--- src/rtl/vga_timing_gen_pkg.sv ---
// Shared raster constants, phase encoding and margin helpers for the
// timing generator and the colour-assignment stage.
package vga_timing_gen_pkg;

    localparam int DEF_REZ_MAX_WIDTH = 11;
    localparam int DEF_H_SYNC        = 96;
    localparam int DEF_H_BP          = 48;
    localparam int DEF_H_ACTIVE      = 640;
    localparam int DEF_H_FP          = 16;
    localparam int DEF_V_SYNC        = 2;
    localparam int DEF_V_BP          = 33;
    localparam int DEF_V_ACTIVE      = 480;
    localparam int DEF_V_FP          = 10;

    typedef enum logic [1:0] {
        PH_SYNC  = 2'd0,
        PH_BACK  = 2'd1,
        PH_ACT   = 2'd2,
        PH_FRONT = 2'd3
    } phase_t;

    function automatic int left_margin(int sync, int bp);
        return sync + bp;
    endfunction

    function automatic int right_margin(int sync, int bp, int act);
        return sync + bp + act;
    endfunction

endpackage

--- src/rtl/vga_axis_counter.sv ---
// One raster axis: position counter plus sync/back/active/front phase FSM.
// Phase is registered alongside the count so both describe the same pixel.
module vga_axis_counter
    import vga_timing_gen_pkg::*;
#(
    parameter int W      = 11,
    parameter int SYNC   = 96,
    parameter int BP     = 48,
    parameter int ACTIVE = 640,
    parameter int FP     = 16
) (
    input  logic         clk,
    input  logic         rst,
    input  logic         step,
    output logic [W-1:0] count,
    output phase_t       phase,
    output logic         wrap
);

    localparam int TOTAL = SYNC + BP + ACTIVE + FP;

    localparam logic [W-1:0] LAST     = W'(TOTAL - 1);
    localparam logic [W-1:0] SYNC_END = W'(SYNC - 1);
    localparam logic [W-1:0] BP_END   = W'(left_margin(SYNC, BP) - 1);
    localparam logic [W-1:0] ACT_END  = W'(right_margin(SYNC, BP, ACTIVE) - 1);

    phase_t phase_nxt;

    assign wrap = step && (count == LAST);

    always_ff @(posedge clk) begin
        if (rst) begin
            count <= '0;
            phase <= PH_SYNC;
        end else if (step) begin
            count <= wrap ? '0 : count + W'(1);
            phase <= phase_nxt;
        end
    end

    // Transition on the last position of each phase.
    always_comb begin
        phase_nxt = phase;
        unique case (phase)
            PH_SYNC:  if (count == SYNC_END) phase_nxt = PH_BACK;
            PH_BACK:  if (count == BP_END)   phase_nxt = PH_ACT;
            PH_ACT:   if (count == ACT_END)  phase_nxt = PH_FRONT;
            PH_FRONT: if (count == LAST)     phase_nxt = PH_SYNC;
        endcase
    end

endmodule

--- src/rtl/vga_timing_gen.sv ---
// Raster timing generator: pixel-rate divider driving horizontal and
// vertical axis counters, with sync/active decode and frame strobes.
module vga_timing_gen
    import vga_timing_gen_pkg::*;
#(
    parameter int   REZ_MAX_WIDTH = DEF_REZ_MAX_WIDTH,
    parameter int   CLK_DIV       = 2,
    parameter int   H_SYNC        = DEF_H_SYNC,
    parameter int   H_BP          = DEF_H_BP,
    parameter int   H_ACTIVE      = DEF_H_ACTIVE,
    parameter int   H_FP          = DEF_H_FP,
    parameter int   V_SYNC        = DEF_V_SYNC,
    parameter int   V_BP          = DEF_V_BP,
    parameter int   V_ACTIVE      = DEF_V_ACTIVE,
    parameter int   V_FP          = DEF_V_FP,
    parameter logic SYNC_POL      = 1'b0
) (
    input  logic                     Clk,
    input  logic                     Rst,
    input  logic                     En,
    output logic [REZ_MAX_WIDTH-1:0] Count_h,
    output logic [REZ_MAX_WIDTH-1:0] Count_v,
    output logic                     H_sync,
    output logic                     V_sync,
    output logic                     Active,
    output logic                     Pix_tick,
    output logic                     Line_end,
    output logic                     Frame_start
);

    localparam int DW = (CLK_DIV > 1) ? $clog2(CLK_DIV) : 1;

    logic [DW-1:0] div_cnt;
    logic          tick;
    logic          h_wrap;
    logic          v_wrap;
    logic          fs_q;
    phase_t        h_phase;
    phase_t        v_phase;

    assign tick = En && !Rst && (div_cnt == DW'(CLK_DIV - 1));

    always_ff @(posedge Clk) begin
        if (Rst) begin
            div_cnt <= '0;
        end else if (tick) begin
            div_cnt <= '0;
        end else if (En) begin
            div_cnt <= div_cnt + DW'(1);
        end
    end

    vga_axis_counter #(
        .W      (REZ_MAX_WIDTH),
        .SYNC   (H_SYNC),
        .BP     (H_BP),
        .ACTIVE (H_ACTIVE),
        .FP     (H_FP)
    ) u_h_axis (
        .clk   (Clk),
        .rst   (Rst),
        .step  (tick),
        .count (Count_h),
        .phase (h_phase),
        .wrap  (h_wrap)
    );

    vga_axis_counter #(
        .W      (REZ_MAX_WIDTH),
        .SYNC   (V_SYNC),
        .BP     (V_BP),
        .ACTIVE (V_ACTIVE),
        .FP     (V_FP)
    ) u_v_axis (
        .clk   (Clk),
        .rst   (Rst),
        .step  (h_wrap),
        .count (Count_v),
        .phase (v_phase),
        .wrap  (v_wrap)
    );

    // Set on the edge that registers (0,0) so it lines up with the counts.
    always_ff @(posedge Clk) begin
        if (Rst) begin
            fs_q <= 1'b0;
        end else begin
            fs_q <= v_wrap;
        end
    end

    assign H_sync      = (h_phase == PH_SYNC) ? SYNC_POL : ~SYNC_POL;
    assign V_sync      = (v_phase == PH_SYNC) ? SYNC_POL : ~SYNC_POL;
    assign Active      = (h_phase == PH_ACT) && (v_phase == PH_ACT);
    assign Pix_tick    = tick;
    assign Line_end    = h_wrap;
    assign Frame_start = fs_q && En && !Rst;

endmodule

--- config.mk ---
export PLATFORM = sky130hd
export DESIGN_NAME = vga_timing_gen
export DESIGN_NICKNAME = d
export VERILOG_FILES = /design/src/rtl/vga_timing_gen_pkg.sv /design/src/rtl/vga_axis_counter.sv /design/src/rtl/vga_timing_gen.sv
export SDC_FILE = /design/constraint.sdc
export NUM_CORES = 1
export LEC_CHECK = 0
export ABC_AREA = 1
export CORE_ASPECT_RATIO = 2
export CORE_MARGIN = 5
export CORE_UTILIZATION = 44
export CTS_BUF_LIST = sky130_fd_sc_hd__clkbuf_8
export CTS_CLUSTER_DIAMETER = 30
export CTS_CLUSTER_SIZE = 12
export DETAILED_ROUTE_END_ITERATION = 10
export HOLD_SLACK_MARGIN = 0.1
export PLACE_DENSITY = 0.73
export RECOVER_POWER = 50
export SYNTH_ARGS = -nofsm -noshare
export SYNTH_HDL_FRONTEND = slang
export SYNTH_SLANG_ARGS = --single-unit
--- constraint.sdc ---
create_clock -name Clk -period 1.6 [get_ports Clk]
set_input_delay 0.32 -clock Clk [delete_from_list [all_inputs] [get_ports Clk]]
set_output_delay 0.32 -clock Clk [all_outputs]
set_load 0.005 [all_outputs]
==> summary.md, run 1 <==
| Metric | Value |
|---|---|
| CTS root buf | `clkbuf_8` |
| PwrDens | `488 nW/um^2` |
| Skew final | `0.00164 ns` |
| Fraction of layout instances using a drive strength above 1 | `0.291` |
| Grt total ovfl | `0` |
| Synth Warn # | `0` |
| Net switching power figure | `0.275 mW` |
| Mean post-synth cell area | `6.71 sq um` |
| CTS max path bufs | `2` |
| WL/cell | `12.7 um` |
| First-pass GRT wire length | `8.78 mm` |
| Slew Viols, Final | `0` |
| Initial antenna violation count | `0` |
| Metal-1 WL | `1.72 mm` |
| Leakage power | `1.37 nW` |
| Max Cap Viol | `0` |
| Switching share of power | `0.205` |
| Initial Util | `0.455` |
| DR pass1 iterations | `4` |
| Run status | `complete, no violations` |
| Min-Delay Startpoint | `u_v_axis.count[3]` |
| Fmax | `630 MHz` |
| I/O Buffers | `30` |
| Clock power frac | `0.429` |
| Sequential share of power | `0.525` |
| Met2 wire length | `3.04 mm` |
| Hold Vio Cnt, Final | `0` |
| Layout Cells excl Fill | `410` |
| Vias | `2062` |
| Final GP Congestion | `0.859` |
| Combinational share of power | `0.046` |
| Crit path required time | `1.28 ns` |
| Reg2reg setup slack | `0.07 ns` |
| Num rows | `33` |
| CP endpoint kind | `primary output` |
| Placed insts | `397` |
| Relative slew slack | `0.823` |
| # diodes | `0` |
| Fillers | `340` |
| Internal | `1.07 mW` |
| H-tree depth | `1` |
| Crit share post-route | `0.993` |
| CP max FO | `2` |
| Worst IR drop on VDD | `547 uV` |
| Clock-pin slew on the worst setup and hold paths | `0.10 ns` |
| P&R area growth vs syn | `47.7%` |
| Top Layer Used | `met4` |
| First DRT Iteration DRCs | `26` |
| WP buf/inv | `3` |
| Crit path DAT | `1.27 ns` |
| Synth Register Bits | `28` |
| Syn Std Cell Area | `1860 sq um` |
| Worst hold slack | `0.503 ns` |
| Crit path kind | `reg2out` |
| Remaining DRCs | `0` |
| CP Launch Type | `flop` |
| CTS tree | `built` |
| Reg2Reg Depth | `10` |
| DRT antenna net count | `0` |
| Hold depth | `2` |
| Asr flop ratio synth | `0` |
| IO Pins | `31` |
| Setup violators final | `0` |
| Syn Nets | `293` |
| HP Class | `reg2reg` |
| Number of library cell types mapped by synthesis | `28` |
| Routed wire length | `5.22 mm` |
| Crit-path cells | `inv_1, nand3_1, nor2_4, nand3_4, inv_4, buf_6` |
| Worst reg2reg path startpoint | `u_h_axis.count[10]` |
| Clock latency on the worst-skew pair | `0.28 ns` |
| Hold EP | `u_v_axis.count[3]` |
| Sequential area share after synthesis | `0.302` |
| Crit-path leading delay family | `simple AND/OR/NAND/NOR gates` |
| Die area | `5700 sq um` |
| Top_reg_cell synth | `dfxtp_1` |
| Routed wl met3 | `151 um` |
| Total GRT Usage | `0.195` |
| Vias per cell | `5.03` |
| Largest net degree at the start of global routing | `17` |
| Core area | `4090 sq um` |
| RSZ-0062 raised after global routing | `true` |
| Post-synth EDFFs | `0` |
| Die Width | `56.0 um` |
| Max stage delay on crit path | `0.33 ns` |
| Reg2reg end | `u_v_axis.count[8]` |
| Cell count after synthesis | `277` |
| Vias in the first global route | `2106` |
| Final net count | `375` |
| Dpl hpwl | `4.18 mm` |
| CTS sink count | `28` |
| Critical path's slowest cell | `dfxtp_2` |
| CTS buffer count | `3` |
| Period minus WS final | `1.59 ns` |
| Die height | `102 um` |
| Worst-margin pin slew | `0.263 ns` |
-- worst max path at each step --
stage / from / slack (ns) / to / cells after the start
2_1_floorplan: u_h_axis.count[0] / 0.06 / u_v_axis.count[5] / 9
3_3_place_gp: En / -0.39 / Line_end / 6
5_1_grt: u_h_axis.count[0] / -0.07 / Line_end / 6
3_5_place_dp: En / -0.39 / Line_end / 6
6_report: u_h_axis.count[10] / 0.01 / Line_end / 6
4_1_cts: u_h_axis.count[1] / -0.02 / Line_end / 6
-- timing repair --
| action | 4_1_cts | 5_1_grt |
|---|---|---|
| setup endpoints to repair | 19 | 26 |
| hold buffers | 0 | 0 |
| pin swaps | 4 | 4 |
| setup buffers | 8 | 1 |
| resized for setup | 34 | 29 |
-- layout by cell type (no fill, tap or decap), types with 4 or more instances in the layout --
cell and instances:
nand2_1 54, clkdlybuf4s50_1 14, nor2_1 42, nand3_1 24, dlygate4sd2_1 8, dfxtp_2 17
nand4_1 7, dfxtp_1 11, inv_2 6, nor2_4 4, dlymetal6s2s_1 6, buf_4 47
ha_1 8, inv_1 39, a21oi_1 14, nor3_1 11, ha_2 4, xor2_1 4
-- cells in the mapped netlist (2+ instances only) --
cell type,number,area share
a211oi_1,2,0.0081
a21oi_1,14,0.038
dfxtp_1,28,0.30
ha_1,13,0.088
inv_1,40,0.081
inv_2,7,0.014
nand2_1,56,0.11
nand3_1,25,0.067
nand3_4,3,0.028
nand4_1,7,0.024
nor2_1,46,0.093
nor2_2,2,0.0067
nor2_8,2,0.022
nor3_1,11,0.030
nor3_2,2,0.011
nor4_1,2,0.0067
o21ai_0,2,0.0054
o21ai_1,2,0.0054
xor2_1,4,0.019
-- cell type report --
cell class                 instances  area (sq um)  share of cell area
multi-input combinational        200          1160               0.424
timing repair buffer              79           682               0.248
sequential                        28           582               0.212
inverter                          47           181              0.0661
tap                               52          65.1              0.0237
clock buffer                       3          41.3              0.0150
clock inverter                     1          30.0              0.0109
-- kinds of logic (layout without fill, tap and decap cells) --
kind of cell | count (synthesis) | in the layout | share of synthesized area
AOI/OAI and AO/OA | 23 | 23 | 0.0700
xor gates and xnor gates | 5 | 5 | 0.0236
adders and majority gates | 13 | 13 | 0.0875
buffers and inverters | 49 | 130 | 0.103
DFF | 28 | 28 | 0.302
and+or+nand+nor | 159 | 159 | 0.414
-- stage by stage --
step | setup WS (ns) | cell area [sq um] | power [mW] | TNS [ns] | utilization
final | 0.0115 | 2750 | 1.34 | 0 | 0.672
after floorplan | 0.0602 | 1860 | 0.745 | 0 | -
after global routing | -0.0675 | 2750 | 1.39 | -0.223 | 0.672
after detailed placement | -0.388 | 2510 | 0.780 | -5.24 | 0.614
after global placement | -0.395 | 2510 | 0.780 | -4.97 | 0.614
after CTS | -0.0154 | 2670 | 1.35 | -0.0219 | 0.654
-- routing by layer --
layer	vias up	track usage
li1	1045	-
met1	937	0.174
met2	55	0.389
met3	25	0.0202
met4	0	0.150
met5	-	0
-- power groups by stage --
stage | Sequential [mW] | Clock [mW] | Combinational [mW]
6_report | 0.704 | 0.575 | 0.0619
5_1_grt | 0.704 | 0.613 | 0.0683
3_3_place_gp | 0.719 | 0 | 0.0614
3_5_place_dp | 0.719 | 0 | 0.0615
4_1_cts | 0.704 | 0.580 | 0.0624
2_1_floorplan | 0.719 | 0 | 0.0251
-- sequential cells by signal, summed over array words and instances (netlist names) --
name	cells
div_cnt	1
fs_q	1
u_h_axis.count	11
u_h_axis.phase	2
u_v_axis.count	11
u_v_axis.phase	2
-- worst reg2reg max path: stages (launching register included) --
cell and delay [ns]:
dfxtp_2 0.33, inv_1 0.06, nand3_1 0.16, nor2_4 0.18, nand3_4 0.10, buf_6 0.18
nor2_4 0.12, inv_1 0.07, nor2_1 0.09, nor2_1 0.05, nor3_1 0.11
Note: power is estimated with default switching activity, not from simulation.
==> inputs of run 2 (changes only) <==
--- a/config.mk
+++ b/config.mk
@@ -6,7 +6,7 @@
 export NUM_CORES = 1
 export LEC_CHECK = 0
 export ABC_AREA = 1
-export CORE_ASPECT_RATIO = 2
+export CORE_ASPECT_RATIO = 0.8
 export CORE_MARGIN = 5
 export CORE_UTILIZATION = 44
 export CTS_BUF_LIST = sky130_fd_sc_hd__clkbuf_8
@@ -16,6 +16,7 @@
 export HOLD_SLACK_MARGIN = 0.1
 export PLACE_DENSITY = 0.73
 export RECOVER_POWER = 50
+export SLEW_MARGIN = 30
 export SYNTH_ARGS = -nofsm -noshare
 export SYNTH_HDL_FRONTEND = slang
 export SYNTH_SLANG_ARGS = --single-unit
==> run 2 against run 1 <==
Effect of this change:
- non-clock buffer count down 5
- combinational power rose by 1%
- sequential share of layout area grew 0.38 points
- worst setup slack worse by 0.0092 ns
- via count fell by 5.4%
- sequential cell count is the same
- global-route usage is 1.5 points lower
- fmax shrank 0.57%
- die area fell by 1.2%
- final cell count unchanged
- register-to-register slack about the same
- clock power grew 0.9%
- critical endpoint unchanged
- largest power group unchanged
==> summary.md, run 2 (synthesized netlist as in run 1, its figures left out) <==
| Metric | Value |
|---|---|
| Hold depth | `2 (unchanged)` |
| Leakage power | `1.40 nW (+2.2%)` |
| Initial Util | `0.450 (-0.00414)` |
| Routed wire length | `4.99 mm (-4.5%)` |
| Vias per cell | `4.76 (-5.4%)` |
| Met3 GRT Util | `0.0368 (+0.0166)` |
| Remaining DRCs | `0 (unchanged)` |
| CTS root buf | `clkbuf_8` |
| CP endpoint kind | `primary output` |
| WL/cell | `12.2 um (-4.5%)` |
| Vias | `1950 (-5.4%)` |
| Multi-input logic area | `1160 sq um (unchanged)` |
| DRT antenna net count | `0 (unchanged)` |
| Die height | `68.1 um (-33%)` |
| Commonest cells after routing, fill and taps aside | `nand2_1, nor2_1, buf_4` |
| First DRT Iteration DRCs | `107 (+310%)` |
| Largest net degree at the start of global routing | `17 (unchanged)` |
| Initial antenna violation count | `0 (unchanged)` |
| Register area | `588 sq um (+1.1%)` |
| Met2 GRT Util | `0.282 (-0.107)` |
| Crit path kind | `reg2out` |
| Sequential share of power | `0.522 (-0.003)` |
| CP Launch Type | `flop` |
| Layout Cells excl Fill | `410 (unchanged)` |
| Placed insts | `397 (unchanged)` |
| PwrDens | `494 nW/um^2 (+1.1%)` |
| Internal | `1.06 mW (about the same)` |
| Slew Viols, Final | `0 (unchanged)` |
| Combinational share of power | `0.047 (about the same)` |
| # diodes | `0 (unchanged)` |
| Setup_tns | `0 ns (unchanged)` |
| H-tree depth | `1 (unchanged)` |
| Fillers | `344 (+1.2%)` |
| Net switching power figure | `0.281 mW (+2.1%)` |
| Setup violators final | `0 (unchanged)` |
| CP max FO | `4 (+2)` |
| GR peak layer | `met2` |
| Worst-margin pin slew | `0.315 ns (+0.0514 ns)` |
| Final net count | `370 (-1.3%)` |
| Crit path DAT | `1.28 ns (about the same)` |
| Met1 Use GR | `0.257 (+0.0829)` |
| Worst IR drop on VDD | `392 uV (-28%)` |
| Die area | `5630 sq um (-1.2%)` |
| Core area | `4130 sq um (+0.92%)` |
| IO Pins | `31 (unchanged)` |
| Max Cap Viol | `0 (unchanged)` |
| Fmax | `626 MHz (-0.57%)` |
| Clock-pin slew on the worst setup and hold paths | `0.11 ns (about the same)` |
| Crit share post-route | `0.999 (+0.00573)` |
| CTS sink count | `28 (unchanged)` |
| CTS tree | `built` |
| DR pass1 iterations | `4 (unchanged)` |
| Fraction of layout instances using a drive strength above 1 | `0.303 (+0.0126)` |
| First-pass GRT wire length | `7.82 mm (-11%)` |
| Crit path required time | `1.28 ns (about the same)` |
| Num rows | `21 (-36%)` |
| P&R area growth vs syn | `46.7%` |
| Most common cell after layout, fill and taps aside | `nand2_1` |
| CTS max path bufs | `2 (unchanged)` |
| Vias in the first global route | `1738 (-17%)` |
| HP Class | `reg2reg` |
| Period minus WS final | `1.60 ns (+0.00916 ns)` |
| Total GRT Usage | `0.180 (-0.0151)` |
| Clock power frac | `0.431 (+0.002)` |
| Grt total ovfl | `0 (unchanged)` |
| RSZ-0062 raised after global routing | `true` |
| Worst hold slack | `0.510 ns (+0.00789 ns)` |
| Reg2Reg Depth | `9 (-1)` |
| Relative slew slack | `0.789 (-0.0334)` |
| Dpl hpwl | `3.72 mm (-11%)` |
| Switching share of power | `0.209 (+0.00350)` |
| Hold Buf Count CTS | `0 (unchanged)` |
| Final GP Congestion | `0.850 (-1.1%)` |
| Die Width | `82.7 um (+48%)` |
| Hold Vio Cnt, Final | `0 (unchanged)` |
| Biggest regs | `u_h_axis.count (11), u_v_axis.count (11)` |
| Skew final | `0.00862 ns (+0.00699 ns)` |
| CTS buffer count | `3 (unchanged)` |
| I/O Buffers | `30 (unchanged)` |
| Clock latency on the worst-skew pair | `0.28 ns (about the same)` |
| Run status | `complete, no violations` |
==> run 2: changes by cell type in the layout (fill, tap and decap cells not counted), sizes merged <==
cell,before,now
dlygate4sd2,8,10
buf,50,45
dlymetal6s2s,6,8
clkdlybuf4s15,1,0
clkdlybuf4s50,14,11
==> run 2: area by class of cell <==
type,count,area share
timing repair buffer,74,0.239
multi-input combinational,200,0.427
inverter,47,0.0665
clock inverter,1,0.0110
tap,57,0.0262
clock buffer,3,0.0151
sequential,28,0.216
==> run 2: final timing paths <==
| kind | slack, ns | end | start |
|---|---|---|---|
| max reg2reg | 0.07 | u_v_axis.count[2] | u_h_axis.count[0] |
| min | 0.51 | u_v_axis.count[9] | u_v_axis.count[9] |
| min reg2reg | 0.51 | u_v_axis.count[9] | u_v_axis.count[9] |
| max | 0.002 | Line_end | u_h_axis.count[0] |
==> run 2: what timing repair did <==
action                     in CTS  in global routing
pin swaps                       7                  2
gates resized for setup        36                 34
hold endpoints to repair        0                  0
setup endpoints to repair      15                 28
buffers inserted                6                  3
==> run 2: routing by layer <==
metal | routed length (um) | vias to the layer above
li1 | - | 1029
met1 | 2410 | 874
met2 | 2260 | 45
met3 | 287 | 2
met4 | 36 | 0
met5 | 0 | -
==> run 2: power groups by stage <==
stage	Sequential, mW	Clock, mW	Combinational [mW]
4_1_cts	0.704	0.589	0.0596
6_report	0.703	0.580	0.0628
3_5_place_dp	0.719	0	0.0586
2_1_floorplan	0.719	0	0.0251
5_1_grt	0.704	0.619	0.0697
3_3_place_gp	0.719	0	0.0579
==> run 2: per-stage QoR <==
stage                     utilization  area, sq um  total power [mW]  worst slack (ns)
after floorplan                     -         1860             0.745            0.0602
after global placement          0.601         2480             0.776            -0.419
after detailed placement        0.601         2480             0.778            -0.441
after CTS                       0.636         2620              1.35           -0.0138
after global routing            0.661         2730              1.39           -0.0621
final                           0.661         2730              1.35           0.00235
==> run 2: critical path: stages (launching register included) <==
cell     delay, ns
dfxtp_2       0.37
ha_4          0.15
nand3_4       0.09
nor2_4        0.12
nand3_4       0.10
inv_4         0.08
buf_6         0.09
==> inputs of run 3 (changes only) <==
--- a/config.mk
+++ b/config.mk
@@ -6,15 +6,16 @@
 export NUM_CORES = 1
 export LEC_CHECK = 0
 export ABC_AREA = 1
-export CORE_ASPECT_RATIO = 0.8
+export CORE_ASPECT_RATIO = 0.5
 export CORE_MARGIN = 5
 export CORE_UTILIZATION = 44
 export CTS_BUF_LIST = sky130_fd_sc_hd__clkbuf_8
 export CTS_CLUSTER_DIAMETER = 30
 export CTS_CLUSTER_SIZE = 12
 export DETAILED_ROUTE_END_ITERATION = 10
+export DONT_BUFFER_PORTS = 1
 export HOLD_SLACK_MARGIN = 0.1
-export PLACE_DENSITY = 0.73
+export PLACE_DENSITY = 0.64
 export RECOVER_POWER = 50
 export SLEW_MARGIN = 30
 export SYNTH_ARGS = -nofsm -noshare
==> run 3 against run 2 <==
Effect of this change:
- critical path depth fell by 1
- critical endpoint unchanged
- critical path type unchanged
- first-iteration DRC count fell by 62%
- core utilization fell by 9.2 points
- sequential cell count did not move
- clock skew fell by 0.0017 ns
- routed wire length fell by 9.0%
- combinational power fell by 23%
- clock power rose by 0.7%
- register-to-register slack barely moved
==> summary.md, run 3 (synthesized netlist as in run 1, its figures left out) <==
| Metric | Value |
|---|---|
| Die area | `5700 sq um (+1.3%)` |
| Reg2reg setup slack | `0.06 ns (about the same)` |
| Fraction of layout instances using a drive strength above 1 | `0.205 (-0.0980)` |
| Run status | `complete, no violations` |
| Final net count | `329 (-11%)` |
| Reg2reg end | `u_v_axis.count[8]` |
| CP startpoint | `u_h_axis.count[0]` |
| Worst-margin pin slew | `0.370 ns (+0.0551 ns)` |
| Sequential share of power | `0.527 (+0.005)` |
| IO Pins | `31 (unchanged)` |
| Hold EP | `div_cnt` |
| # diodes | `0 (unchanged)` |
| Leakage power | `0.995 nW (-29%)` |
| Clock-pin slew on the worst setup and hold paths | `0.11 ns (about the same)` |
| Net switching power figure | `0.280 mW (-0.34%)` |
| Vias per cell | `4.86 (+2.1%)` |
| Max Cap Viol | `0 (unchanged)` |
| CTS max path bufs | `2 (unchanged)` |
| HP Class | `in2reg` |
| Grt total ovfl | `0 (unchanged)` |
| Routed wire length | `4.54 mm (-9.0%)` |
| Num rows | `16 (-24%)` |
| Initial Util | `0.466 (+0.0160)` |
| CTS root buf | `clkbuf_8` |
| Clock latency on the worst-skew pair | `0.29 ns (about the same)` |
| Remaining DRCs | `0 (unchanged)` |
| Die height | `56.0 um (-18%)` |
| Skew final | `0.00695 ns (-0.00167 ns)` |
| Clock power frac | `0.437 (+0.006)` |
| Hold Vio Cnt, Final | `0 (unchanged)` |
| Slew Viols, Final | `0 (unchanged)` |
| Internal | `1.06 mW (-0.78%)` |
| Core area | `3980 sq um (-3.4%)` |
| CP Launch Type | `flop` |
| CP endpoint kind | `primary output` |
| Switching share of power | `0.210 (+0.000723)` |
| CTS buffer count | `3 (unchanged)` |
| Worst reg2reg path startpoint | `u_h_axis.count[0]` |
| P&R area growth vs syn | `22.0%` |
| Vias in the first global route | `1687 (-2.9%)` |
| PwrDens | `589 nW/um^2 (+19%)` |
| Final GP Congestion | `0.859 (+1.0%)` |
| CP max FO | `5 (+1)` |
| Multi-input logic area | `1160 sq um (-0.32%)` |
| RSZ-0062 raised after global routing | `true` |
| Largest net degree at the start of global routing | `17 (unchanged)` |
| Fillers | `397 (+15%)` |
| Total design power | `1.34 mW (-0.69%)` |
| DR pass1 iterations | `4 (unchanged)` |
| Initial antenna violation count | `0 (unchanged)` |
| Worst hold slack | `0.195 ns (-0.315 ns)` |
| Crit share post-route | `0.999 (about the same)` |
| First-pass GRT wire length | `7.65 mm (-2.3%)` |
| Min-Delay Startpoint | `En` |
| Dpl hpwl | `3.49 mm (-6.2%)` |
| Fmax | `625 MHz (about the same)` |
| Vias | `1778 (-8.8%)` |
| Register area | `566 sq um (-3.8%)` |
| Crit path kind | `reg2out` |
| Hold depth | `2 (unchanged)` |
| Crit path required time | `1.28 ns (about the same)` |
| I/O Buffers | `0 (-100%)` |
| Worst IR drop on VDD | `261 uV (-33%)` |
| Combinational share of power | `0.036 (-0.011)` |
| Total GRT Usage | `0.165 (-0.0151)` |
| Setup violators final | `0 (unchanged)` |
| Commonest cells after routing, fill and taps aside | `nand2_1, nor2_1, inv_1` |
| Biggest regs | `u_h_axis.count (11), u_v_axis.count (11)` |
| H-tree depth | `1 (unchanged)` |
| Period minus WS final | `1.60 ns (+0.00125 ns)` |
| WL/cell | `12.4 um (+1.9%)` |
| Relative slew slack | `0.753 (-0.0368)` |
| Reg2Reg Depth | `10 (+1)` |
| DRT antenna net count | `0 (unchanged)` |
| Most common cell after layout, fill and taps aside | `nand2_1` |
| Die Width | `102 um (+23%)` |
| First DRT Iteration DRCs | `41 (-62%)` |
| CTS sink count | `28 (unchanged)` |
| CTS tree | `built` |
| Crit path DAT | `1.28 ns (about the same)` |
## run 3: layout make-up
type,count,area share
Timing Repair Buffer,33,0.0988
Multi-Input combinational cell,200,0.512
Sequential cell,28,0.249
Clock inverter,1,0.0132
Inverter,47,0.0789
Tap cell,54,0.0298
Clock buffer,3,0.0182
## run 3: worst max-delay path by stage
stage	end	slack, ns	cells past startpoint
2_1_floorplan	u_v_axis.count[5]	0.06	9
3_3_place_gp	u_v_axis.count[5]	0.03	9
3_5_place_dp	u_v_axis.count[5]	-0.03	9
4_1_cts	Line_end	-0.008	5
5_1_grt	u_v_axis.phase[0]	-0.09	10
6_report	Line_end	0.001	5
## run 3: through the flow
| stage | cell area [sq um] | TNS, ns | utilization | setup WS (ns) | std cells |
|---|---|---|---|---|---|
| after floorplan | 1860 | 0 | - | 0.0602 | 277 |
| after detailed placement | 2110 | -0.0289 | 0.529 | -0.0283 | 355 |
| after CTS | 2240 | -0.00819 | 0.562 | -0.00819 | 364 |
| after global placement | 2110 | 0 | 0.529 | 0.0328 | 355 |
| after global routing | 2270 | -0.335 | 0.569 | -0.0898 | 366 |
| final | 2270 | 0 | 0.569 | 0.00110 | 366 |
## run 3: layer usage
metal | share of wire | vias up | global-route usage
met5 | 0 | - | 0
met4 | 0.0031 | 0 | 0.0262
met3 | 0.069 | 3 | 0.0551
met2 | 0.47 | 40 | 0.271
met1 | 0.45 | 780 | 0.212
li1 | - | 955 | -
## run 3: power groups by stage
stage / logic [mW] / clock network, mW / registers, mW
after CTS: 0.0457 / 0.601 / 0.704
after detailed placement: 0.0398 / 0 / 0.719
after global routing: 0.0536 / 0.620 / 0.704
final: 0.0482 / 0.584 / 0.704
after floorplan: 0.0251 / 0 / 0.719
after global placement: 0.0388 / 0 / 0.719
## run 3: worst max-delay path, stage by stage (launching register included)
cell and delay (ns):
dfxtp_2 0.38, ha_4 0.15, nand3_4 0.09, nor2_4 0.13
nand3_4 0.14, inv_4 0.10
## run 3: repair_timing
item                                    in CTS  in global routing
hold buffers                                 1                  0
gates resized for setup                      6                 17
pin swaps                                    4                  8
buffers inserted                             4                  2
endpoints found under the setup margin       7                 21
endpoints found under the hold margin        9                  0
